**src/rtl/tdm_demux_pkg.sv**
```systemverilog
// ============================================================================
// Module   : tdm_demux_pkg
// Brief    : Shared types and constants for the 4-channel TDM demultiplexer.
// Revision : 1.0 - initial release
// ============================================================================
`default_nettype none

package tdm_demux_pkg;

    typedef enum logic [0:0] {
        HUNT   = 1'b0,
        LOCKED = 1'b1
    } state_t;

    localparam int NUM_SLOTS = 4;

    typedef logic [1:0] slot_t;

    localparam slot_t SLOT_A = 2'b00;
    localparam slot_t SLOT_B = 2'b01;
    localparam slot_t SLOT_C = 2'b10;
    localparam slot_t SLOT_D = 2'b11;

    localparam int FRAME_CNT_W = 16;
    localparam int ERR_CNT_W   = 8;

endpackage

`default_nettype wire

```
**src/rtl/tdm_demux_4ch_if.sv**
```systemverilog
// ============================================================================
// Module   : tdm_demux_4ch_if
// Brief    : Stream-in / channels-out bundle of the TDM demux. Optional
//            counters exist when TDM_DEMUX_FRAME_CNT_EN is defined.
// Revision : 1.0 - initial release
// ============================================================================
`default_nettype none

interface tdm_demux_4ch_if
    import tdm_demux_pkg::*;
#(
    parameter int WIDTH = 1
);
    logic [WIDTH-1:0] din;
    logic             din_valid;
    logic             frame_sync;
    logic [WIDTH-1:0] a;
    logic [WIDTH-1:0] b;
    logic [WIDTH-1:0] c;
    logic [WIDTH-1:0] d;
    logic             out_valid;
    logic             s1;
    logic             s0;
    logic             locked;
    logic             sync_err;
`ifdef TDM_DEMUX_FRAME_CNT_EN
    logic [FRAME_CNT_W-1:0] frame_cnt;
    logic [ERR_CNT_W-1:0]   err_cnt;

    modport master (
        output din, din_valid, frame_sync,
        input  a, b, c, d, out_valid, s1, s0, locked, sync_err, frame_cnt, err_cnt
    );
    modport slave (
        input  din, din_valid, frame_sync,
        output a, b, c, d, out_valid, s1, s0, locked, sync_err, frame_cnt, err_cnt
    );
`else
    modport master (
        output din, din_valid, frame_sync,
        input  a, b, c, d, out_valid, s1, s0, locked, sync_err
    );
    modport slave (
        input  din, din_valid, frame_sync,
        output a, b, c, d, out_valid, s1, s0, locked, sync_err
    );
`endif

endinterface

`default_nettype wire

```
**src/rtl/tdm_slot_ctr.sv**
```systemverilog
// ============================================================================
// Module   : tdm_slot_ctr
// Brief    : 2-bit wrapping slot counter with resync load-to-01 and advance.
// Revision : 1.0 - initial release
// ============================================================================
`default_nettype none

module tdm_slot_ctr
    import tdm_demux_pkg::*;
(
    input  wire logic clk,
    input  wire logic rst_n,
    input  wire logic i_load,
    input  wire logic i_adv,
    output logic      o_s1,
    output logic      o_s0
);

    slot_t r_slot;

    // A resync beat is itself slot 0, so the next expected slot is 01.
    always_ff @(posedge clk) begin
        if (!rst_n) begin
            r_slot <= SLOT_A;
        end else if (i_load) begin
            r_slot <= SLOT_B;
        end else if (i_adv) begin
            r_slot <= r_slot + 2'd1;
        end
    end

    assign o_s1 = r_slot[1];
    assign o_s0 = r_slot[0];

endmodule

`default_nettype wire

```
**src/rtl/tdm_demux_4ch.sv**
```systemverilog
// ============================================================================
// Module   : tdm_demux_4ch
// Brief    : 4-channel TDM demultiplexer with slot-0 marker alignment.
//            Optional frame/error counters: TDM_DEMUX_FRAME_CNT_EN.
// Revision : 1.0 - initial release
// ============================================================================
`default_nettype none

module tdm_demux_4ch
    import tdm_demux_pkg::*;
#(
    parameter int WIDTH = 1
)(
    input  wire logic       clk,
    input  wire logic       rst_n,
    tdm_demux_4ch_if.slave  bus
);

    state_t           r_state, w_state_nxt;
    logic [WIDTH-1:0] r_stage_a, r_stage_b, r_stage_c;
    logic [WIDTH-1:0] w_stage_a_nxt, w_stage_b_nxt, w_stage_c_nxt;
    logic [WIDTH-1:0] r_a, r_b, r_c, r_d;
    logic             r_out_valid, r_sync_err;
    logic             w_load, w_adv, w_err, w_done;
    slot_t            w_slot;

    tdm_slot_ctr u_slot_ctr (
        .clk    (clk),
        .rst_n  (rst_n),
        .i_load (w_load),
        .i_adv  (w_adv),
        .o_s1   (bus.s1),
        .o_s0   (bus.s0)
    );

    assign w_slot = {bus.s1, bus.s0};

    always_comb begin
        w_state_nxt   = r_state;
        w_stage_a_nxt = r_stage_a;
        w_stage_b_nxt = r_stage_b;
        w_stage_c_nxt = r_stage_c;
        w_load        = 1'b0;
        w_adv         = 1'b0;
        w_err         = 1'b0;
        w_done        = 1'b0;
        if (bus.din_valid) begin
            case (r_state)
                HUNT: begin
                    if (bus.frame_sync) begin
                        w_stage_a_nxt = bus.din;
                        w_load        = 1'b1;
                        w_state_nxt   = LOCKED;
                    end
                end
                LOCKED: begin
                    if (w_slot == SLOT_A) begin
                        if (bus.frame_sync) begin
                            w_stage_a_nxt = bus.din;
                            w_adv         = 1'b1;
                        end else begin
                            w_err       = 1'b1;
                            w_state_nxt = HUNT;
                        end
                    end else if (bus.frame_sync) begin
                        // Early marker: restart the frame on this beat.
                        w_err         = 1'b1;
                        w_stage_a_nxt = bus.din;
                        w_load        = 1'b1;
                    end else begin
                        w_adv = 1'b1;
                        case (w_slot)
                            SLOT_B:  w_stage_b_nxt = bus.din;
                            SLOT_C:  w_stage_c_nxt = bus.din;
                            SLOT_D:  w_done        = 1'b1;
                            default: ;
                        endcase
                    end
                end
                default: w_state_nxt = HUNT;
            endcase
        end
    end

    always_ff @(posedge clk) begin
        if (!rst_n) begin
            r_state     <= HUNT;
            r_stage_a   <= '0;
            r_stage_b   <= '0;
            r_stage_c   <= '0;
            r_a         <= '0;
            r_b         <= '0;
            r_c         <= '0;
            r_d         <= '0;
            r_out_valid <= 1'b0;
            r_sync_err  <= 1'b0;
        end else begin
            r_state     <= w_state_nxt;
            r_stage_a   <= w_stage_a_nxt;
            r_stage_b   <= w_stage_b_nxt;
            r_stage_c   <= w_stage_c_nxt;
            r_out_valid <= w_done;
            r_sync_err  <= w_err;
            if (w_done) begin
                r_a <= r_stage_a;
                r_b <= r_stage_b;
                r_c <= r_stage_c;
                r_d <= bus.din;
            end
        end
    end

    assign bus.a         = r_a;
    assign bus.b         = r_b;
    assign bus.c         = r_c;
    assign bus.d         = r_d;
    assign bus.out_valid = r_out_valid;
    assign bus.sync_err  = r_sync_err;
    assign bus.locked    = (r_state == LOCKED);

`ifdef TDM_DEMUX_FRAME_CNT_EN
    logic [FRAME_CNT_W-1:0] r_frame_cnt;
    logic [ERR_CNT_W-1:0]   r_err_cnt;

    always_ff @(posedge clk) begin
        if (!rst_n) begin
            r_frame_cnt <= '0;
            r_err_cnt   <= '0;
        end else begin
            if (w_done) begin
                r_frame_cnt <= r_frame_cnt + {{(FRAME_CNT_W-1){1'b0}}, 1'b1};
            end
            if (w_err && (r_err_cnt != {ERR_CNT_W{1'b1}})) begin
                r_err_cnt <= r_err_cnt + {{(ERR_CNT_W-1){1'b0}}, 1'b1};
            end
        end
    end

    assign bus.frame_cnt = r_frame_cnt;
    assign bus.err_cnt   = r_err_cnt;
`endif

endmodule

`default_nettype wire

```
**src/flat_wrapper.sv**
```systemverilog
// flat-port wrapper written by rule: the top's interface ports become plain ports
module tdm_demux_4ch_flat import tdm_demux_pkg::*;
#(
    parameter int WIDTH = 1
)
  (clk, rst_n, bus_din, bus_din_valid, bus_frame_sync, bus_a, bus_b, bus_c, bus_d, bus_out_valid, bus_s1, bus_s0, bus_locked, bus_sync_err);
  tdm_demux_4ch_if #(.WIDTH(WIDTH)) bus_i ();
  input  wire logic clk;
  input  wire logic rst_n;
  input wire logic [$bits(bus_i.din)-1:0] bus_din;
  input wire logic [$bits(bus_i.din_valid)-1:0] bus_din_valid;
  input wire logic [$bits(bus_i.frame_sync)-1:0] bus_frame_sync;
  output wire logic [$bits(bus_i.a)-1:0] bus_a;
  output wire logic [$bits(bus_i.b)-1:0] bus_b;
  output wire logic [$bits(bus_i.c)-1:0] bus_c;
  output wire logic [$bits(bus_i.d)-1:0] bus_d;
  output wire logic [$bits(bus_i.out_valid)-1:0] bus_out_valid;
  output wire logic [$bits(bus_i.s1)-1:0] bus_s1;
  output wire logic [$bits(bus_i.s0)-1:0] bus_s0;
  output wire logic [$bits(bus_i.locked)-1:0] bus_locked;
  output wire logic [$bits(bus_i.sync_err)-1:0] bus_sync_err;
  assign bus_i.din = bus_din;
  assign bus_i.din_valid = bus_din_valid;
  assign bus_i.frame_sync = bus_frame_sync;
  assign bus_a = bus_i.a;
  assign bus_b = bus_i.b;
  assign bus_c = bus_i.c;
  assign bus_d = bus_i.d;
  assign bus_out_valid = bus_i.out_valid;
  assign bus_s1 = bus_i.s1;
  assign bus_s0 = bus_i.s0;
  assign bus_locked = bus_i.locked;
  assign bus_sync_err = bus_i.sync_err;
  tdm_demux_4ch #(.WIDTH(WIDTH)) u_core (.clk(clk), .rst_n(rst_n), .bus(bus_i));
endmodule
```
**config.mk**
```make
export PLATFORM = sky130hd
export DESIGN_NAME = tdm_demux_4ch_flat
export DESIGN_NICKNAME = d
export VERILOG_FILES = /design/src/rtl/tdm_demux_pkg.sv /design/src/rtl/tdm_demux_4ch_if.sv /design/src/rtl/tdm_slot_ctr.sv /design/src/rtl/tdm_demux_4ch.sv /design/src/flat_wrapper.sv
export SDC_FILE = /design/constraint.sdc
export NUM_CORES = 1
export LEC_CHECK = 0
export ABC_CLOCK_PERIOD_IN_PS = 1720
export CORE_AREA = 5 5 42 44
export CTS_CLUSTER_DIAMETER = 50
export CTS_CLUSTER_SIZE = 40
export DETAILED_ROUTE_END_ITERATION = 10
export DIE_AREA = 0 0 47 49
export GPL_TIMING_DRIVEN = 0
export PLACE_DENSITY = 0.74
export SYNTH_ARGS = -nofsm -noshare
export SYNTH_HDL_FRONTEND = slang
export SYNTH_SLANG_ARGS = --single-unit
```
**constraint.sdc**
```tcl
create_clock -name clk -period 1.72 [get_ports clk]
set_input_delay 0.172 -clock clk [delete_from_list [all_inputs] [get_ports clk]]
set_output_delay 0.172 -clock clk [all_outputs]
set_load 0.005 [all_outputs]
```
* Word-level counts from Yosys, hierarchy flattened
Index checks and enable logic that the tools add are counted.
Widths: inputs -> output; s select.
** Cells by class
- Add/sub/neg operators :: 1
- Eq/ne operators :: 3
- Multiplexer cells :: 19
- Bitwise logic cells :: 4
- Reduce and logical (&&, ||, !) cells :: 7
** Operator list (count)
- $mux 1 :: 17
- $reduce_and 5->1 :: 2
- $eq 2x2->1 const B :: 2
- $not 1->1 :: 4
- $pmux 1 s2 :: 2
- $reduce_and 3->1 :: 1
- $add 2x1->2 const B :: 1
- $eq 2x1->1 const B :: 1
- $logic_not 2->1 :: 1
- $reduce_and 2->1 :: 1
- $reduce_bool 2->1 :: 1
- $reduce_or 2->1 :: 1
** Storage, ports and cells
- Flip-flop bits (word level) :: 12
- Word-level logic and storage cells :: 46

* Logic depth before layout (Yosys ltp)
Gate-level depths: netlist of run 1.
- Word-level depth :: 6
- Depth in mapped cells :: 7
- Mapped depth without buffers :: 7

* Hierarchy
From an unflattened synthesis of run 1, not the netlist that was laid out.
** Second synthesis, totals
- Cell total of the unflattened synthesis :: 59
- Area, all modules :: 551.8 µm²
** By module, submodules not included
- tdm_demux_4ch :: instances 1, cells each 51, area an instance 461.7 µm², seq. area each 200.2 µm²
- tdm_slot_ctr :: instances 1, cells each 8, area an instance 90.1 µm², seq. area each 40.0 µm²

* Worst setup path after synthesis of run 1
OpenSTA, ideal clock, no wires.
- Kind :: register -> register
- From :: register u_core.u_slot_ctr.r_slot[0]
- To :: register u_core.u_slot_ctr.r_slot[1]
- Arrival :: 1448 ps
- Data required time :: 1602 ps
- Path slack :: 155 ps
- Cell stages (with the launch flop) :: 7
- Buffers on the path :: 0
- Clock period less this slack :: 1565 ps
- Path through :: dfxtp_1 -> inv_1 -> ha_1 -> inv_1 -> ha_1 -> nand3b_1 -> o2111a_1
** On the way
- Longest elaborated chain between the ends :: 5
- Elaborated cells between the ends (all ways) :: 9
** RTL lines
- from (decl) :: line tdm_slot_ctr.sv:19 : slot_t r_slot;
- from (signal assigned) :: line tdm_slot_ctr.sv:28 : r_slot <= r_slot + 2'd1;
- $logic_not 2->1 :: line tdm_demux_4ch.sv:57 : if (w_slot == SLOT_A) begin
- $mux 1 :: line tdm_demux_4ch.sv:57
- $pmux 1 s2 :: line tdm_demux_4ch.sv:48 : case (r_state)
- $mux 1 :: line tdm_demux_4ch.sv:47 : if (bus.din_valid) begin
- $reduce_or 2->1 (no source line)
Parallel ways exist; a longest one is shown, timed or not.
A chain may end at the register's enable or synchronous reset.

* Worst setup path in the final report of run 1
Same ends and word-level chain as after synthesis.

==> results.ini, run 1 <==
[sta]
hold_viol_final = 0
rsz0062_at_grt = false
finalCriticalPeriod_ps = 1618
max_freq_mhz = 618.1
finClkSkew_ps = 3.996
fin_ws_ps = 102.1
min_period_over_period = 0.9406
finalMaxSlewViolations = 0
setup_viol = 0
slew_headroom = 0.7167
tightestPinTransition_ps = 423.2

[run_status]
status = complete, no violations

[synth]
synth_area_um2 = 584.3
synth_compound_area_frac = 0.07709
ys_warn_count = 0
yosys.area_share.adder = 0.1499
synth-xor-area-share = 0.01499
synthDistinctLibCells = 20
synthCells = 62
avgSynthCellArea_um2 = 9.424
synth_top_family_by_area = simple AND/OR/NAND/NOR gates
synth_simple_gate_area_frac = 0.2120
seq_area_frac_synth = 0.4111
synth_area_leaders = dfxtp_1 41%, ha_1 15%, nand2_1 8.4%
ys_ff_latch = 12
syn_nets = 74
yosysTopAreaCellShare = 0.4111
yosys.area.top_type = dfxtp_1
synthMuxAreaShare = 0.08779

[floorplan]
dieWidth_um = 47
start_util = 0.4170
io_pins = 14
row_count = 14
die_y_um = 49
coreArea_um2 = 1401
dieArea_um2 = 2303

[job]
maxCapViolCount = 0

[place]
post-dp-hpwl_um = 838.3
post_dp_cell_area_um2 = 724.4
gp_congestion = 0.7529
numPortBuffers = 12
post-place-ws_ps = -126.3

[routing]
drc = 0
dr.pass1.iters = 4
post_drt_wl_per_cell_um = 11.46
drtAntennaViolNets = 0
wirelength_um = 1066
vias = 460
drt_iter0_drc = 4
drt-vias-per-instance = 4.946

[grt]
grt_antenna_before_repair = 0
grt-ovfl-total = 0
grt_first_pass_wirelength_um = 1780
grt_max_degree = 11
grt_pass1_vias = 450
grtUsageTotal = 0.1100

[critical_path]
r2r_end = u_core.u_slot_ctr.r_slot[1]
crit_fanout = 4
reg2reg_slack_ps = 100
crit_required_ps = 1880
cp-endpoint = u_core.u_slot_ctr.r_slot[1]
rr_worst_depth = 6
startpoint = u_core.u_slot_ctr.r_slot[0]
r2r_start = u_core.u_slot_ctr.r_slot[0]
endpoint_kind = register
cp.arrival_ps = 1780
start_kind = register
critPathKind = reg -> reg

[finish]
areaGrowthSynthToFinish_pct = 29.98
num_antenna_cells = 0
final_area_um2 = 759.5
fillers = 142
area.sequential_um2 = 240.2
nNetsFinal = 91
multi_input_area_um2 = 329.1
layout-drive-gt1-share = 0.1039

[power]
p_leak_nw = 0.2984
peakVddDrop_uv = 346.0
power_density_nw_per_um2 = 714.8

[cts]
path_clk_slew_ps = 70
cts_tree = built
cts_root_buffer = clkbuf_4
clock-sinks = 12
post_cts_buffers = 0
insertion_delay_ps = 270
htree_levels = 1
cts_buffer_depth = 2
cts_buffers = 3

[min_path]
min_from = bus_din_valid
hp-class = in -> reg

[sequential cells by signal, summed over array words and instances (netlist names)]
signal and cells:
u_core.u_slot_ctr.r_slot 2, u_core.bus.a 1, u_core.bus.b 1, u_core.bus.c 1, u_core.bus.d 1, u_core.bus.locked 1, u_core.bus.out_valid 1, u_core.bus.sync_err 1
u_core.r_stage_a 1, u_core.r_stage_b 1, u_core.r_stage_c 1
[area by class of cell]
cell class                 count  share of cell area
buffer                         2             0.01153
multi-input combinational     43              0.4333
clock buffer                   3             0.02965
inverter                       5             0.02471
sequential                    12              0.3163
tap                           16             0.02636
timing repair buffer          12              0.1582
[logic make-up (layout without fill, tap and decap cells)]
group,count (synthesis),after routing
xor+xnor,1,1
compound gates,7,7
simple gates,23,23
mux,5,5
fa+ha+maj,7,7
flops,12,12
buf+inv,7,22
[per-stage QoR]
| step | hold slack, ps | util | power, mW | cells | setup TNS (ps) |
|---|---|---|---|---|---|
| 2_1_floorplan | 317.8 | - | 0.3410 | 62 | 0 |
| 3_3_place_gp | 442.9 | 0.5170 | 0.3706 | 90 | -171.3 |
| 3_5_place_dp | 445.9 | 0.5170 | 0.3739 | 90 | -225.7 |
| 4_1_cts | 217.7 | 0.5330 | 0.5423 | 93 | 0 |
| 5_1_grt | 227.5 | 0.5420 | 0.5678 | 93 | 0 |
| 6_report | 223.1 | 0.5420 | 0.5429 | 93 | 0 |
[worst min-delay path by stage]
stage,cells past startpoint,slack (ps),end
final,2,220,u_core.bus.locked
after global routing,2,230,u_core.bus.locked
after CTS,2,220,u_core.bus.locked
after detailed placement,2,450,u_core.bus.d
after global placement,2,440,u_core.bus.d
after floorplan,2,320,u_core.r_stage_a
[report_power, final]
part | leakage (nW) | internal (mW) | switching [mW] | total [mW]
combinational | 0.187 | 0.0404 | 0.0409 | 0.0813
sequential | 0.0973 | 0.284 | 0.00765 | 0.292
clock | 0.0138 | 0.0811 | 0.0886 | 0.170
[cell usage in the layout, fill, tap and decap left out, drive strengths merged]
master	instances
clkbuf	4
nand2	14
o2111a	1
a21oi	3
ha	7
o21ai	2
xnor2	1
nor2	1
clkdlybuf4s50	12
dfxtp	12
mux2i	4
mux2	1
nand3	3
and2	1
nand4	2
buf	1
nand3b	1
a311oi	1
nor4b	1
inv	5
[what timing repair did]
item                       in CTS  in global routing
setup endpoints to repair       0                  2
hold buffers                    0                  0
gates resized for setup         0                  2
[worst max-delay path, cell delays in order (launching register included)]
cell and delay [ps]:
dfxtp_1 340, inv_1 160, ha_4 190, inv_1 60, ha_1 290, nand3b_1 210, o2111a_1 270
[routing by layer]
metal,wire [um],vias to the layer above,GRT usage
met2,511,15,0.1606
met3,60,5,0.03690
met5,0,-,0
met1,443,201,0.1192
li1,-,239,-
met4,50,0,0.09677
[synthesized netlist by cell type]
cell      number
nand2_1       13
dfxtp_1       12
ha_1           7
inv_1          5
mux2i_1        4
a21oi_1        3
nand3_1        3
nand4_1        2
o21ai_0        2
a311oi_1       1
and2_1         1
buf_2          1
clkbuf_1       1
mux2_2         1
nand2_2        1
nand3b_1       1
nor2_1         1
nor4b_4        1
o2111a_1       1
xnor2_1        1
(Power assumes the default switching activity.)
==> run 2, diff against run 1 <==
Settings changed: CTS_CLUSTER_SIZE 40 to 28.
==> results of run 2 <==
Final layout, timing and power as in run 1 (identical DEF).
==> run 3, diff against run 2 <==
Settings changed: SETUP_SLACK_MARGIN set to 0.5.
==> run 3 against run 2 <==
Net effect:
- sequential power about the same
- cell area up 15%
- first-iteration DRC count unchanged
- critical path depth unchanged
- worst setup slack better by 210 ps
- total power up 16%
- via count up 8.9%
- cell count up 12%
- count of clock-buffer cells in the layout up 1
- highest routed layer unchanged
==> results.ini, run 3 (same netlist as run 1, synthesis figures left out) <==
[place]
post-dp-hpwl_um = 871.2  ; +3.9%
post-place-ws_ps = -84.79  ; +41.49 ps
numPortBuffers = 12  ; unchanged
post_dp_cell_area_um2 = 754.5  ; +4.1%
gp_congestion = 0.7770  ; +3.2%

[floorplan]
coreArea_um2 = 1401  ; unchanged
dieWidth_um = 47  ; unchanged
row_count = 14  ; unchanged
dieArea_um2 = 2303  ; unchanged
die_y_um = 49  ; unchanged
io_pins = 14  ; unchanged
start_util = 0.4170  ; unchanged

[cts]
htree_levels = 1  ; unchanged
clock-sinks = 12  ; unchanged
cts_root_buffer = clkbuf_4
holdBufCountCts = 0  ; unchanged
path_clk_slew_ps = 80  ; about the same
cts_tree = built
insertion_delay_ps = 270  ; about the same
cts_buffer_depth = 2  ; unchanged
cts_buffers = 3  ; unchanged

[finish]
mostFrequentLayoutCell = nand2_1
fillers = 128  ; -9.9%
layout_common_cells = 13 x nand2_1, 10 x dlygate4sd2_1, 9 x buf_4
areaGrowthSynthToFinish_pct = 49.04
layout-drive-gt1-share = 0.3295  ; +0.2256
largest_reg_flops = 2  ; unchanged
num_antenna_cells = 0  ; unchanged
nNetsFinal = 101  ; +11%
finalCoreUtilization = 0.6214  ; +0.07947
regMostFlops = u_core.u_slot_ctr.r_slot
final_area_um2 = 870.8  ; +15%

[sta]
slew_headroom = 0.7231  ; +0.006378
finalMaxSlewViolations = 0  ; unchanged
tightestPinTransition_ps = 415.4  ; -7.776 ps
finClkSkew_ps = 6.819  ; +2.823 ps
min_period_over_period = 0.8178  ; -0.1228
hold_viol_final = 0  ; unchanged
fin_ws_ps = 313.4  ; +211.2 ps
finalCriticalPeriod_ps = 1407  ; -211.2 ps
max_freq_mhz = 710.9  ; +15%
rsz0062_at_grt = true
setup_viol = 0  ; unchanged

[min_path]
hp-class = in -> reg
whs_path_depth = 2  ; unchanged
min_from = bus_din_valid

[critical_path]
worstPathCellList = inv_4 > ha_4 > inv_4 > ha_4 > nand3b_1 > o2111a_1
cp_slowest_cell = dfxtp_4
startpoint = u_core.u_slot_ctr.r_slot[0]
start_kind = register
crit_cells = 6  ; unchanged
crit_required_ps = 1880  ; about the same
crit_family = flip-flops
reg2reg_slack_ps = 310  ; +210 ps
r2r_end = u_core.u_slot_ctr.r_slot[1]
cp.arrival_ps = 1570  ; -210 ps
cp-endpoint = u_core.u_slot_ctr.r_slot[1]
crit_fanout = 4  ; unchanged
critPathKind = reg -> reg
path_buf_inv = 2  ; unchanged
rr_worst_depth = 6  ; unchanged
endpoint_kind = register
critical_path.max_stage_delay_ps = 370  ; +30 ps
r2r_start = u_core.u_slot_ctr.r_slot[0]

[grt]
grt_first_pass_wirelength_um = 2001  ; +12%
grt_antenna_before_repair = 0  ; unchanged
grtUsageTotal = 0.1214  ; +0.01137
grt-ovfl-total = 0  ; unchanged
grt_max_degree = 11  ; unchanged
grt_pass1_vias = 488  ; +8.4%

[routing]
drc = 0  ; unchanged
drt-vias-per-instance = 4.817  ; -2.6%
post_drt_wl_per_cell_um = 11.63  ; +1.4%
drtAntennaViolNets = 0  ; unchanged
dr.pass1.iters = 4  ; unchanged
wirelength_um = 1209  ; +13%
vias = 501  ; +8.9%
drt_iter0_drc = 4  ; unchanged

[power]
power.total_mw = 0.6286  ; +16%
peakVddDrop_uv = 390.6  ; +13%
p_leak_nw = 0.3994  ; +34%
power_density_nw_per_um2 = 721.8  ; +0.98%

[job]
maxCapViolCount = 0  ; unchanged

[run_status]
status = complete, no violations

-- run 3: cell type report --
cell class	instances	area, um2	area share
Multi-Input combinational cell	43	344.1	0.3951
Clock buffer	4	36.28	0.04167
Sequential cell	12	251.5	0.2888
Buffer	2	8.758	0.01006
Timing Repair Buffer	22	186.4	0.2141
Inverter	5	23.77	0.02730
Tap cell	16	20.02	0.02299
-- run 3: metrics by stage --
stage	TNS, ps	instances	hold WS, ps
floorplan	0	62	315.8
global placement	-107.1	90	443.0
detailed placement	-148.4	90	455.7
CTS	0	104	201.0
global route	0	104	226.5
finish	0	104	222.1
-- run 3: how the worst min path moves through the flow --
| stage | end | slack [ps] |
|---|---|---|
| 2_1_floorplan | u_core.u_slot_ctr.r_slot[0] | 320 |
| 3_3_place_gp | u_core.bus.d | 440 |
| 3_5_place_dp | u_core.bus.d | 460 |
| 4_1_cts | u_core.bus.locked | 200 |
| 5_1_grt | u_core.bus.locked | 230 |
| 6_report | u_core.bus.locked | 220 |
-- run 3: metal layers --
metal / share of wire / up-vias / track usage / routed length (um)
li1: - / 260 / - / -
met1: 0.44 / 220 / 0.1416 / 530
met2: 0.46 / 17 / 0.1833 / 556
met3: 0.057 / 4 / 0.01107 / 69
met4: 0.044 / 0 / 0.1106 / 53
met5: 0 / - / 0 / 0
-- run 3: power by group --
group / internal [mW] / total (mW) / switching [mW]
clock: 0.129 / 0.222 / 0.0937
sequential: 0.284 / 0.291 / 0.00685
combinational: 0.0623 / 0.115 / 0.0527
total: 0.475 / 0.629 / 0.153
-- run 3: what timing repair did --
action                     4_1_cts  5_1_grt
pin swaps                        4        5
cloned                           0        0
setup endpoints to repair       17        9
resized for setup               16        2
hold endpoints to repair         0        0
buffers inserted                10        0
